`src/rtl/sample_pkg.sv`:
```
// -----------------------------------------------------------------------------
// sample_pkg
// Shared types for the audio sample path: the stereo sample word passed
// between the I2S receiver, the effects chain and the I2S transmitter, plus
// the I2S receiver state encoding.
//   SAMPLE_BITS    : bits per audio channel word (24)
//   I2S_SLOT_BITS  : nominal sclk periods per channel slot (32)
//   sample_t       : packed stereo sample {lc, rc}, both signed SAMPLE_BITS
//   i2s_rx_state_e : receiver framing state (SYNC, LEFT, RIGHT)
// -----------------------------------------------------------------------------
package sample_pkg;

  localparam int SAMPLE_BITS   = 24;
  localparam int I2S_SLOT_BITS = 32;

  typedef struct packed {
    logic signed [SAMPLE_BITS-1:0] lc;
    logic signed [SAMPLE_BITS-1:0] rc;
  } sample_t;

  typedef enum logic [1:0] {
    ST_SYNC,
    ST_LEFT,
    ST_RIGHT
  } i2s_rx_state_e;

endpackage

```
`src/rtl/i2s_in_sync.sv`:
```
// -----------------------------------------------------------------------------
// i2s_in_sync
// Brings the codec's sclk, lrck and sdi into the clk domain through
// SYNC_STAGES flops each and detects rising edges of the synced sclk.
// The edge strobe and the two data samples leave through one more register
// so that pe, lrck_s and sdi_s are always aligned to the same sclk rise.
// Ports:
//   clk, rst_n : system clock, asynchronous active-low reset
//   sclk, lrck, sdi : raw codec inputs (asynchronous to clk)
//   pe     : one-clk strobe per sclk rising edge
//   lrck_s : lrck value belonging to that edge
//   sdi_s  : sdi value belonging to that edge
// -----------------------------------------------------------------------------
module i2s_in_sync #(
  parameter int SYNC_STAGES = 2   // legal values: 2 or 3
) (
  input  logic clk,
  input  logic rst_n,
  input  logic sclk,
  input  logic lrck,
  input  logic sdi,
  output logic pe,
  output logic lrck_s,
  output logic sdi_s
);

  logic [SYNC_STAGES-1:0] sclk_sync;
  logic [SYNC_STAGES-1:0] lrck_sync;
  logic [SYNC_STAGES-1:0] sdi_sync;
  logic                   sclk_d;

  // NOTE: all sequential state below uses non-blocking assignments so every
  // flop samples the values from before the clock edge.
  always_ff @(posedge clk or negedge rst_n) begin
    if (!rst_n) begin
      sclk_sync <= '0;
      lrck_sync <= '0;
      sdi_sync  <= '0;
      sclk_d    <= 1'b0;
      pe        <= 1'b0;
      lrck_s    <= 1'b0;
      sdi_s     <= 1'b0;
    end else begin
      sclk_sync <= {sclk_sync[SYNC_STAGES-2:0], sclk};
      lrck_sync <= {lrck_sync[SYNC_STAGES-2:0], lrck};
      sdi_sync  <= {sdi_sync[SYNC_STAGES-2:0], sdi};
      sclk_d    <= sclk_sync[SYNC_STAGES-1];
      // lrck/sdi travel through the same depth as sclk, so they are stable
      // (they change on the falling sclk edge) when the rise is seen.
      pe        <= sclk_sync[SYNC_STAGES-1] & ~sclk_d;
      lrck_s    <= lrck_sync[SYNC_STAGES-1];
      sdi_s     <= sdi_sync[SYNC_STAGES-1];
    end
  end

endmodule

```
`src/rtl/i2s_rx.sv`:
```
// -----------------------------------------------------------------------------
// i2s_rx
// I2S receive deserializer for the codec ADC path. Reassembles 24-bit left and
// right words (MSB first, standard one-bit I2S delay) and emits one stereo
// sample per complete left+right frame with a single-cycle vld strobe.
// Optional build macro: I2S_RX_SLOT_CHECK_EN enables slot-length checking and
// the err pulse; without it err is tied 0.
// Ports:
//   clk, rst_n : system clock (>= 4x sclk), asynchronous active-low reset
//   sclk, lrck, sdi : codec serial clock, word select (0=left), serial data
//   data : registered stereo sample (sample_t), changes only with vld
//   vld  : one-clk pulse when data is updated
//   err  : one-clk pulse on slot-length violation (macro builds only)
// -----------------------------------------------------------------------------
module i2s_rx
  import sample_pkg::*;
#(
  parameter int SYNC_STAGES = 2,
  parameter int SLOT_BITS   = I2S_SLOT_BITS
) (
  input  logic    clk,
  input  logic    rst_n,
  input  logic    sclk,
  input  logic    lrck,
  input  logic    sdi,
  output sample_t data,
  output logic    vld,
  output logic    err
);

  localparam logic [5:0] CNT_MAX  = 6'(SLOT_BITS);
  localparam logic [5:0] CNT_WORD = 6'(SAMPLE_BITS);
  localparam logic [5:0] CNT_LAST = 6'(SAMPLE_BITS - 1);

  logic pe;
  logic lrck_s;
  logic sdi_s;

  i2s_in_sync #(
    .SYNC_STAGES (SYNC_STAGES)
  ) u_sync (
    .clk    (clk),
    .rst_n  (rst_n),
    .sclk   (sclk),
    .lrck   (lrck),
    .sdi    (sdi),
    .pe     (pe),
    .lrck_s (lrck_s),
    .sdi_s  (sdi_s)
  );

  i2s_rx_state_e          state;
  logic                   lrck_q;
  logic [5:0]             bit_cnt;
  // Only the first 23 bits need storing; the 24th is appended directly from
  // sdi_s on the completing edge.
  logic [SAMPLE_BITS-2:0] shift;
  logic [SAMPLE_BITS-1:0] left_hold;
  logic                   l_ok;
  logic                   pend;
  logic [SAMPLE_BITS-1:0] pend_rc;

  logic                   boundary;
  logic [SAMPLE_BITS-1:0] word;
  logic                   slot_bad;

  assign boundary = pe && (lrck_s != lrck_q);
  assign word     = {shift, sdi_s};

`ifdef I2S_RX_SLOT_CHECK_EN
  // A correct slot sees SLOT_BITS-1 non-boundary edges between boundaries.
  assign slot_bad = boundary && (state != ST_SYNC) && (bit_cnt != CNT_MAX - 6'd1);

  always_ff @(posedge clk or negedge rst_n) begin
    if (!rst_n) begin
      err <= 1'b0;
    end else begin
      err <= slot_bad;
    end
  end
`else
  assign slot_bad = 1'b0;
  assign err      = 1'b0;
`endif

  // NOTE: the output and holding registers are reset along with the control
  // state, since data must read 0 from the moment reset asserts.
  always_ff @(posedge clk or negedge rst_n) begin
    if (!rst_n) begin
      state     <= ST_SYNC;
      lrck_q    <= 1'b0;
      bit_cnt   <= '0;
      shift     <= '0;
      left_hold <= '0;
      l_ok      <= 1'b0;
      pend      <= 1'b0;
      pend_rc   <= '0;
      data      <= '0;
      vld       <= 1'b0;
    end else begin
      vld <= 1'b0;

      // Output stage: publish the frame one cycle after the right word lands.
      if (pend) begin
        data <= '{lc: left_hold, rc: pend_rc};
        vld  <= 1'b1;
        pend <= 1'b0;
      end

      if (pe) begin
        lrck_q <= lrck_s;
        if (boundary) begin
          // The bit on a boundary edge is the old slot's last bit: dropped.
          bit_cnt <= '0;
          if (slot_bad) begin
            state <= ST_SYNC;
            l_ok  <= 1'b0;
          end else begin
            case (state)
              ST_SYNC: begin
                if (!lrck_s) begin
                  state <= ST_LEFT;
                  l_ok  <= 1'b0;
                end
              end
              ST_LEFT: begin
                if (lrck_s) state <= l_ok ? ST_RIGHT : ST_SYNC;
              end
              ST_RIGHT: begin
                if (!lrck_s) state <= ST_LEFT;
              end
              default: state <= ST_SYNC;
            endcase
          end
        end else begin
          if (bit_cnt < CNT_WORD) shift <= word[SAMPLE_BITS-2:0];
          if (bit_cnt != CNT_MAX) bit_cnt <= bit_cnt + 6'd1;
          if (bit_cnt == CNT_LAST) begin
            if (state == ST_LEFT) begin
              left_hold <= word;
              l_ok      <= 1'b1;
            end else if (state == ST_RIGHT && l_ok) begin
              pend_rc <= word;
              pend    <= 1'b1;
              l_ok    <= 1'b0;
            end
          end
        end
      end
    end
  end

endmodule

```
`config.mk`:
```
export PLATFORM = sky130hd
export DESIGN_NAME = i2s_rx
export DESIGN_NICKNAME = d
export VERILOG_FILES = /design/src/rtl/sample_pkg.sv /design/src/rtl/i2s_in_sync.sv /design/src/rtl/i2s_rx.sv
export SDC_FILE = /design/constraint.sdc
export NUM_CORES = 1
export LEC_CHECK = 0
export BUFFER_PORTS_ARGS = -buffer_cell sky130_fd_sc_hd__buf_2
export CELL_PAD_IN_SITES_DETAIL_PLACEMENT = 0
export CELL_PAD_IN_SITES_GLOBAL_PLACEMENT = 1
export CORE_ASPECT_RATIO = 1.25
export CORE_MARGIN = 3
export CORE_UTILIZATION = 40
export DETAILED_ROUTE_END_ITERATION = 12
export PLACE_DENSITY_LB_ADDON = 0.1
export SYNTH_ARGS = -nofsm -noshare
export SYNTH_HDL_FRONTEND = slang
export SYNTH_SLANG_ARGS = --single-unit
export TNS_END_PERCENT = 50
```
`constraint.sdc`:
```
create_clock -name clk -period 3.35 [get_ports clk]
set_clock_uncertainty 0.15 [all_clocks]
set_input_delay 0.1675 -clock clk [delete_from_list [all_inputs] [get_ports clk]]
set_output_delay 0.1675 -clock clk [all_outputs]
set_load 0.01 [all_outputs]
```
# After elaboration in Yosys (flattened, before gate mapping)
# Index checks and enable logic that the tools add are counted.
# totals
register_bits	141
in_bits	5
output_inout_bits	50
elab_cells	64
# classes
n_addsub	1
magnitude_cmp	1
n_eq_ne	9
muxes	18
bitwise_logic	4
n_reduce_logical	13
# ops
op	n
$mux 1	12
$mux 6	2
$reduce_and 5->1	2
$reduce_and 4->1	2
$add 6x1->6 const B	1
$eq 6x5->1 const B	1
$lt 6x5->1 const B	1
$mux 2	3
$ne 6x6->1 const B	1
$ne 2x1->1 const B	2
$ne 2x2->1 const B	2
$pmux 2 s2	1
$reduce_bool 2->1	2
$not 1->1	3
$reduce_and 3->1	1
$reduce_bool 3->1	1
$eq 2x1->1 const B	1
$eq 2x2->1 const B	1
$logic_and 1x1->1	2
$logic_not 2->1	1
$reduce_and 2->1	1
$reduce_or 2->1	1
$and 1x1->1	1
$ne 1x1->1	1

# Logic depth before layout (Yosys ltp)
# Gate-level depths: netlist of run 1.
# depth
ltp_word	7
depth_mapped	5
ltp_nobuf	5

# Hierarchy
# From an unflattened synthesis of run 1, not the netlist that was laid out.
# hier_totals
cells_unflattened	341
hier_area_um2	5494.0
# modules_own_cells
mod	n_inst	cells_per_inst	area_each_um2	seq_area_each_um2
i2s_rx	1	330	5230.0	3278.1
i2s_in_sync	1	11	264.0	250.2

# Worst setup path before layout of run 1
# No wires, ideal clock.
# synth_path
kind	flip-flop to flip-flop
startpoint	register bit_cnt[0]
endpoint	register left_hold[10]
setup_ns	0.125
arrival_time_ns	1.557
t_required_ns	3.075
setup_slack_ns	1.517
stages_incl_launch_ff	6
n_path_buf	1
synth_period_minus_slack_ns	1.833
path_cell_list	dfrtp_1 -> ha_1 -> and4b_1 -> nand4_4 -> buf_6 -> mux2_4
# synth_between
elab_chain_cells	2
# synth_rtl
element	line_no	source
start, declared	i2s_rx.sv:54	logic [5:0] bit_cnt;
start signal, assigned	i2s_rx.sv:137	if (bit_cnt != CNT_MAX) bit_cnt <= bit_cnt + 6'd1;
$eq 6x5->1	i2s_rx.sv:138	if (bit_cnt == CNT_LAST) begin
$reduce_and 4->1 (no line)	n/a	
end signal, assigned	i2s_rx.sv:140	left_hold <= word;
end, declared	i2s_rx.sv:58	logic [SAMPLE_BITS-1:0] left_hold;
# No other way between the ends.
# A chain may end at the register's enable or synchronous reset.

# Worst setup path after layout of run 1
# layout_path
startpoint	register lrck_q
endpoint	register left_hold[14]
# layout_between
elab_chain_cells	4
# layout_rtl
element	line_no	source
start, declared	i2s_rx.sv:53	logic lrck_q;
start signal, assigned	i2s_rx.sv:111	lrck_q <= lrck_s;
$ne 1x1->1	i2s_rx.sv:67	assign boundary = pe && (lrck_s != lrck_q);
$logic_and 1x1->1	i2s_rx.sv:67	
$not 1->1 (no line)	n/a	
$reduce_and 4->1 (no line)	n/a	
# No other way between the ends.

==> results of run 1 <==
==> synthesized netlist by cell type (all sizes together) (2+ instances only) <==
cell and count:
mux2 120, ha 2, nand3 5, mux2i 2, clkbuf 4, inv 4
nand2b 3, nand2 5, nand4 2, o21ai 3, a22o 2, dfrtp 141
o211ai 3, nor2b 3, a32o 2, buf 13
==> report_power, final <==
group          switching (mW)  total (mW)  internal, mW
Combinational          0.0878       0.180        0.0924
Sequential             0.0808        1.86          1.78
Clock                   0.679        2.10          1.42
==> routing by layer <==
metal  routed length (µm)  part of all wire  GRT usage  vias to the layer above
met5                    0                 0          0                        -
met3                  312             0.034     0.0402                       12
met1                 4230              0.46      0.173                     1450
li1                     -                 -          -                     1316
met2                 4420              0.48      0.202                       44
met4                  148             0.016     0.0519                        0
==> layout by cell type (no fill, tap or decap), drive strengths merged, types with 2 or more instances in the layout <==
cell and n:
a22o 2, dfrtp 141, inv 4, clkbuf 23
nand2b 3, bufinv 5, clkinv 3, nand2 5
o21ai 3, nand4 2, a32o 2, ha 2
nand3 5, dlygate4sd3 4, o211ai 3, mux2i 2
mux2 120, buf 54, nor2b 3
==> through the flow <==
step,setup slack (ns),cell area [µm²],total power [mW]
global placement,0.972,5980,2.06
CTS,0.913,6700,4.21
floorplan,1.52,5590,2.00
finish,0.980,6700,4.14
global route,0.816,6700,4.32
detailed placement,0.933,5980,2.07
==> flip-flops by register name, summed over array words and instances (netlist names), 2 cells and up <==
name,count
bit_cnt,6
data,48
left_hold,24
pend_rc,24
shift,23
state,2
u_sync.lrck_sync,2
u_sync.sclk_sync,2
u_sync.sdi_sync,2
==> path summary, 6_finish.rpt <==
kind | startpoint | to | slack, ns | cells past startpoint
min in group asynchronous | rst_n | data[15]$_DFFE_PN0P_ | 0.28 | 2
max in group asynchronous | rst_n | shift[13]$_DFFE_PN0P_ | 2.00 | 3
hold / removal | u_sync.lrck_sync[1]$_DFF_PN0_ | u_sync.lrck_s$_DFF_PN0_ | 0.20 | 0
setup reg to reg | lrck_q$_DFFE_PN0P_ | left_hold[14]$_DFFE_PN0P_ | 0.98 | 3
setup / recovery | lrck_q$_DFFE_PN0P_ | left_hold[14]$_DFFE_PN0P_ | 0.98 | 3
hold reg to reg | u_sync.lrck_sync[1]$_DFF_PN0_ | u_sync.lrck_s$_DFF_PN0_ | 0.20 | 0
==> cell families after synthesis <==
group | after synthesis | share of synthesized area
flip-flops | 141 | 0.632
multiplexers | 122 | 0.272
AND/OR/NAND/NOR | 29 | 0.0396
buffers and inverters | 21 | 0.0233
AO/OA/AOI/OAI | 16 | 0.0222
adder cells (fa/ha/maj) | 2 | 0.00448
XOR/XNOR | 2 | 0.00650
other | 1 | 0.000671
==> layout make-up <==
class | instances | area (µm²)
Tap cell | 171 | 214
Multi-Input combinational cell | 172 | 1930
Timing Repair Buffer | 58 | 332
Clock buffer | 23 | 498
Fill cell | 1161 | 6770
Clock inverter | 9 | 180
Inverter | 4 | 15.0
Sequential cell | 141 | 3530
==> critical path, stage by stage (launching register included) <==
cell	delay [ns]
dfrtp_1	0.52
xnor2_4	0.43
nand4_4	0.62
mux2_4	0.51
==> results.md, run 1 <==
* Final Hold Viols at 0
* Number of buffers added to fix hold violations after cts at 4
* Buffers inserted by post-CTS timing repair at 0
* Leak Pwr at 3.54 nW
* Post-layout utilization of the core at 0.497
* Number of setup violations in the final report at 0
* Placeable Area at 13500 µm²
* Kind of start point of the critical path: register
* Count of cell types in the netlist at 42
* Root buffer selected by CTS: clkbuf_16
* Count of yosys warnings during synthesis at 0
* Hold Path Class: register to register
* Number of synthesized register bits at 141
* Post-CTS Resized at 0
* Fmax at 0.422 GHz
* Post-DRT Antenna Nets at 0
* Area delta synth->final at 19.9%
* Cell row count at 47
* Remaining design rule violation count at 0
* Slew headroom at 0.267
* Mean instance size in the synthesized netlist at 16.7 µm²
* Die Y-Extent at 138 µm
* Worst IR drop on VDD at 0.000262 V
* Worst setup path category: register to register
* Smallest hold slack at 0.197 ns
* Chip Width at 112 µm
* Detailed Route WL at 9.11 mm
* Die Outline Area at 15400 µm²
* Total Neg Setup Slack at 0 ns
* Most frequently used flop master after synthesis: dfrtp_1
* Clock latency on the worst-skew pair at 0.41 ns
* Post-DR wirelength/cell at 15.8 µm
* Min Clock Period, post-route at 2.37 ns
* Seq/Total Area, Yosys at 0.632
* TritonCTS clock tree: done
* Initial antenna violation count at 0
* Result of the run: finished, final reports clean
* Count of mapped cells out of synthesis at 334
* Worst-path maximum fanout at 25
* Share of the synthesized area in the top cell type at 0.632
* Number of vias in the routed layout at 2822
* Share of flip-flops with an asynchronous set or reset after synthesis at 1.00
* Power density cells at 618 nW/µm²
* Number of global-route vias before repair at 3067
* First-pass GRT wire length at 16.3 mm
* Number of standard cells in the layout, taps in and fillers out at 578
* Vias per std cell at 4.88
* DRT iter0 DRCs at 114
* Number of CTS-inserted buffers at 17
* Net count of the finished layout at 401
* Clock Pin Slew Worst Setup and Hold Paths at 0.06 ns
* Cells after DPL at 542
* Largest net degree at the start of global routing at 93
* Combined area of all synthesized cells at 5590 µm²
* Top Ports at 55
* Most area-consuming cells after synthesis: dfrtp_1 63%, mux2_2 16%, mux2_4 10%
* Total iterations of the first detailed-routing run at 4
* Number of diodes added for antenna fixing at 0
* Endpoint type of the worst setup path: register
* Net Count, Synth at 341
* Fin crit share at 0.707
* Clock buffer depth at 2
* RSZ-0062 raised after global routing: false
* Number of clock sinks seen by CTS at 141
* Fraction of layout cells with a size suffix above 1 at 0.521
* Data arrival time of the critical path at 2.50 ns
* Initial core utilization at 0.415
* Half-perimeter wire length of the detailed placement result at 5.57 mm
* Total global routing overflow at 0
* Count of flip-flops with a built-in enable after synthesis at 0
* Least-Margin Pin Slew at 1.10 ns
* Max-slew violation count at 0
* Total track usage at 0.131
* Quantity of I/O buffers inserted on ports at 53
* Number of max-capacitance violations reported at 0
* Data required time at the worst endpoint at 3.48 ns
* Weighted congestion at the end of routability-driven global placement at 0.752
* Maximum level of the CTS H-tree at 4
* Post-synth top area cell: dfrtp_1
(Power assumes the default switching activity.)
==> run 2: changes to the inputs <==
==> constraint.sdc (replaced) <==
create_clock -name clk -period 1.9 [get_ports clk]
set_clock_uncertainty 0.15 [all_clocks]
set_input_delay 0.095 -clock clk [delete_from_list [all_inputs] [get_ports clk]]
set_output_delay 0.095 -clock clk [all_outputs]
set_load 0.01 [all_outputs]
==> run 2 against run 1 <==
  * Setup slack worse by 0.89 ns
  * Critical path depth up 2
  * Die area unchanged
  * Largest cell class unchanged
  * Highest routed layer unchanged
==> results.md, run 2 (synthesized netlist as in run 1, its figures left out) <==
* Net count of the finished layout at 419 (+4.5%)
* Data arrival time of the critical path at 1.95 ns (-0.55 ns)
* Cell row count at 47 (unchanged)
* TritonCTS clock tree: done
* Total track usage at 0.134 (+0.00340)
* Maximum level of the CTS H-tree at 4 (unchanged)
* Worst-path maximum fanout at 7 (-72%)
* Placeable Area at 13500 µm² (unchanged)
* Clock power share at 0.467 (-0.041)
* Largest Register: data
* Worst IR drop on VDD at 0.000421 V (+61%)
* Number of CTS-inserted buffers at 17 (unchanged)
* Number of global-route vias before repair at 3099 (+1.0%)
* First-pass GRT wire length at 16.5 mm (+1.3%)
* Number of setup violations in the final report at 0 (unchanged)
* Hold Path Class: primary input to async pin
* Max-slew violation count at 0 (unchanged)
* Initial antenna violation count at 0 (unchanged)
* Int Pwr at 5.33 mW (+62%)
* Half-perimeter wire length of the detailed placement result at 6.29 mm (+13%)
* Clock Pin Slew Worst Setup and Hold Paths at 0.06 ns (about the same)
* First element of the critical path: bit_cnt[1]$_DFFE_PN0P_
* Switching share of total power at 0.223 (+0.0188)
* Initial core utilization at 0.415 (unchanged)
* Power density cells at 1010 nW/µm² (+63%)
* Total design power at 6.87 mW (+66%)
* Number of diodes added for antenna fixing at 0 (unchanged)
* Fmax at 0.552 GHz (+31%)
* Total Neg Setup Slack at 0 ns (unchanged)
* Fraction of power consumed by combinational cells at 0.058 (+0.014)
* Weighted congestion at the end of routability-driven global placement at 0.733 (-2.6%)
* Remaining design rule violation count at 0 (unchanged)
* Fin crit share at 0.953 (+0.245)
* Area delta synth->final at 21.6%
* Final Hold Viols at 0 (unchanged)
* Min Clock Period, post-route at 1.81 ns (-0.560 ns)
* Top Ports at 55 (unchanged)
* Leading cell types in the layout, fill and taps excluded: 140 x dfrtp_1, 81 x mux2_2, 52 x buf_2, 39 x mux2_4, 17 x clkbuf_16
* Sequential cell fraction of total power at 0.475 (+0.026)
* Cells after DPL at 559 (+3.1%)
* DRT iter0 DRCs at 128 (+12%)
* Buffers inserted by post-CTS timing repair at 0 (unchanged)
* Result of the run: finished, final reports clean
* Quantity of I/O buffers inserted on ports at 53 (unchanged)
* Number of clock sinks seen by CTS at 141 (unchanged)
* Detailed Route WL at 9.75 mm (+7.1%)
* Total iterations of the first detailed-routing run at 4 (unchanged)
* Largest net degree at the start of global routing at 56 (-40%)
* Largest registers: data (48), left_hold (24), pend_rc (24)
* Post-DR wirelength/cell at 16.4 µm (+4.0%)
* Total net switching power at 1.53 mW (+81%)
* Clock latency on the worst-skew pair at 0.41 ns (about the same)
* Data required time at the worst endpoint at 2.04 ns (-1.44 ns)
* Total global routing overflow at 0 (unchanged)
* Die Outline Area at 15400 µm² (unchanged)
* Number of vias in the routed layout at 2902 (+2.8%)
* Fraction of layout cells with a size suffix above 1 at 0.542 (+0.0216)
* Number of max-capacitance violations reported at 0 (unchanged)
* Origin of the critical flop-to-flop path: bit_cnt[1]$_DFFE_PN0P_
* Clock buffer depth at 2 (unchanged)
* Max FFs per register at 48 (unchanged)
* Vias per std cell at 4.88 (-0.10%)
* Kind of start point of the critical path: register
* Chip Width at 112 µm (unchanged)
* Leading cell type in the layout, fill and taps excluded: dfrtp_1
* Leak Pwr at 3.60 nW (+1.6%)
* Number of standard cells in the layout, taps in and fillers out at 595 (+2.9%)
* Post-DRT Antenna Nets at 0 (unchanged)
* RSZ-0062 raised after global routing: false
* Endpoint type of the worst setup path: register
* Die Y-Extent at 138 µm (unchanged)
* Worst setup path category: register to register
* Root buffer selected by CTS: clkbuf_16
==> run 2: changes by cell type in the layout (fill, tap and decap cells not counted), sizes merged <==
cell      delta
buf         +17
clkinv       +1
clkinvlp     +2
clkbuf       -2
inv          +1
nand3        +1
bufinv       -3
==> run 2: power groups by stage <==
stage / Sequential [mW] / Clock [mW] / Combinational (mW)
6_report: 3.26 / 3.20 / 0.399
5_1_grt: 3.29 / 3.46 / 0.447
4_1_cts: 3.27 / 3.30 / 0.402
3_5_place_dp: 3.32 / 0 / 0.394
3_3_place_gp: 3.32 / 0 / 0.382
2_1_floorplan: 3.28 / 0 / 0.247
==> run 2: worst max-delay path, stage by stage, from the launching register on <==
cell     delay, ns
dfrtp_1       0.39
ha_1          0.20
and4b_2       0.28
nand4_4       0.13
buf_4         0.20
mux2_2        0.34
==> run 2: metrics by stage <==
stage | setup slack, ns | utilization | instance area, µm² | hold WS [ns]
finish | 0.0899 | 0.504 | 6790 | 0.00803
detailed placement | 0.0750 | 0.457 | 6160 | -0.120
floorplan | 0.0675 | - | 5590 | -0.351
CTS | 0.0544 | 0.503 | 6770 | 0.0152
global route | 0.0176 | 0.504 | 6790 | 0.0332
global placement | 0.110 | 0.457 | 6160 | -0.119
==> run 2: layout make-up <==
cell class                 instances  area (µm²)
clock inverter                    10         115
inverter                           4        15.0
multi-input combinational        173        1950
tap                              171         214
fill                            1118        6670
sequential                       141        3530
timing repair buffer              75         509
clock buffer                      21         460
==> run 2: layer usage <==
layer	wire, µm	GRT usage	part of all wire	vias to the layer above
met4	163	0.0519	0.017	0
met3	320	0.0420	0.033	13
met5	0	0	0	-
met1	4480	0.176	0.46	1495
met2	4790	0.209	0.49	50
li1	-	-	-	1344
==> run 2: final timing paths <==
| path | depth (start not counted) | to | slack (ns) |
|---|---|---|---|
| hold reg to reg | 0 | u_sync.sdi_s$_DFF_PN0_ | 0.20 |
| setup reg to reg | 5 | left_hold[2]$_DFFE_PN0P_ | 0.09 |
| max in group asynchronous | 3 | left_hold[2]$_DFFE_PN0P_ | 0.96 |
| hold / removal | 2 | data[15]$_DFFE_PN0P_ | 0.008 |
| min in group clk | 2 | u_sync.sclk_sync[0]$_DFF_PN0_ | 0.18 |
| setup / recovery | 5 | left_hold[2]$_DFFE_PN0P_ | 0.09 |
==> run 2: repair_timing <==
item | 4_1_cts | 5_1_grt
hold buffers | 4 | 0
endpoints found under the hold margin | 144 | 0
setup endpoints to repair | 0 | 23
resized for setup | 0 | 3
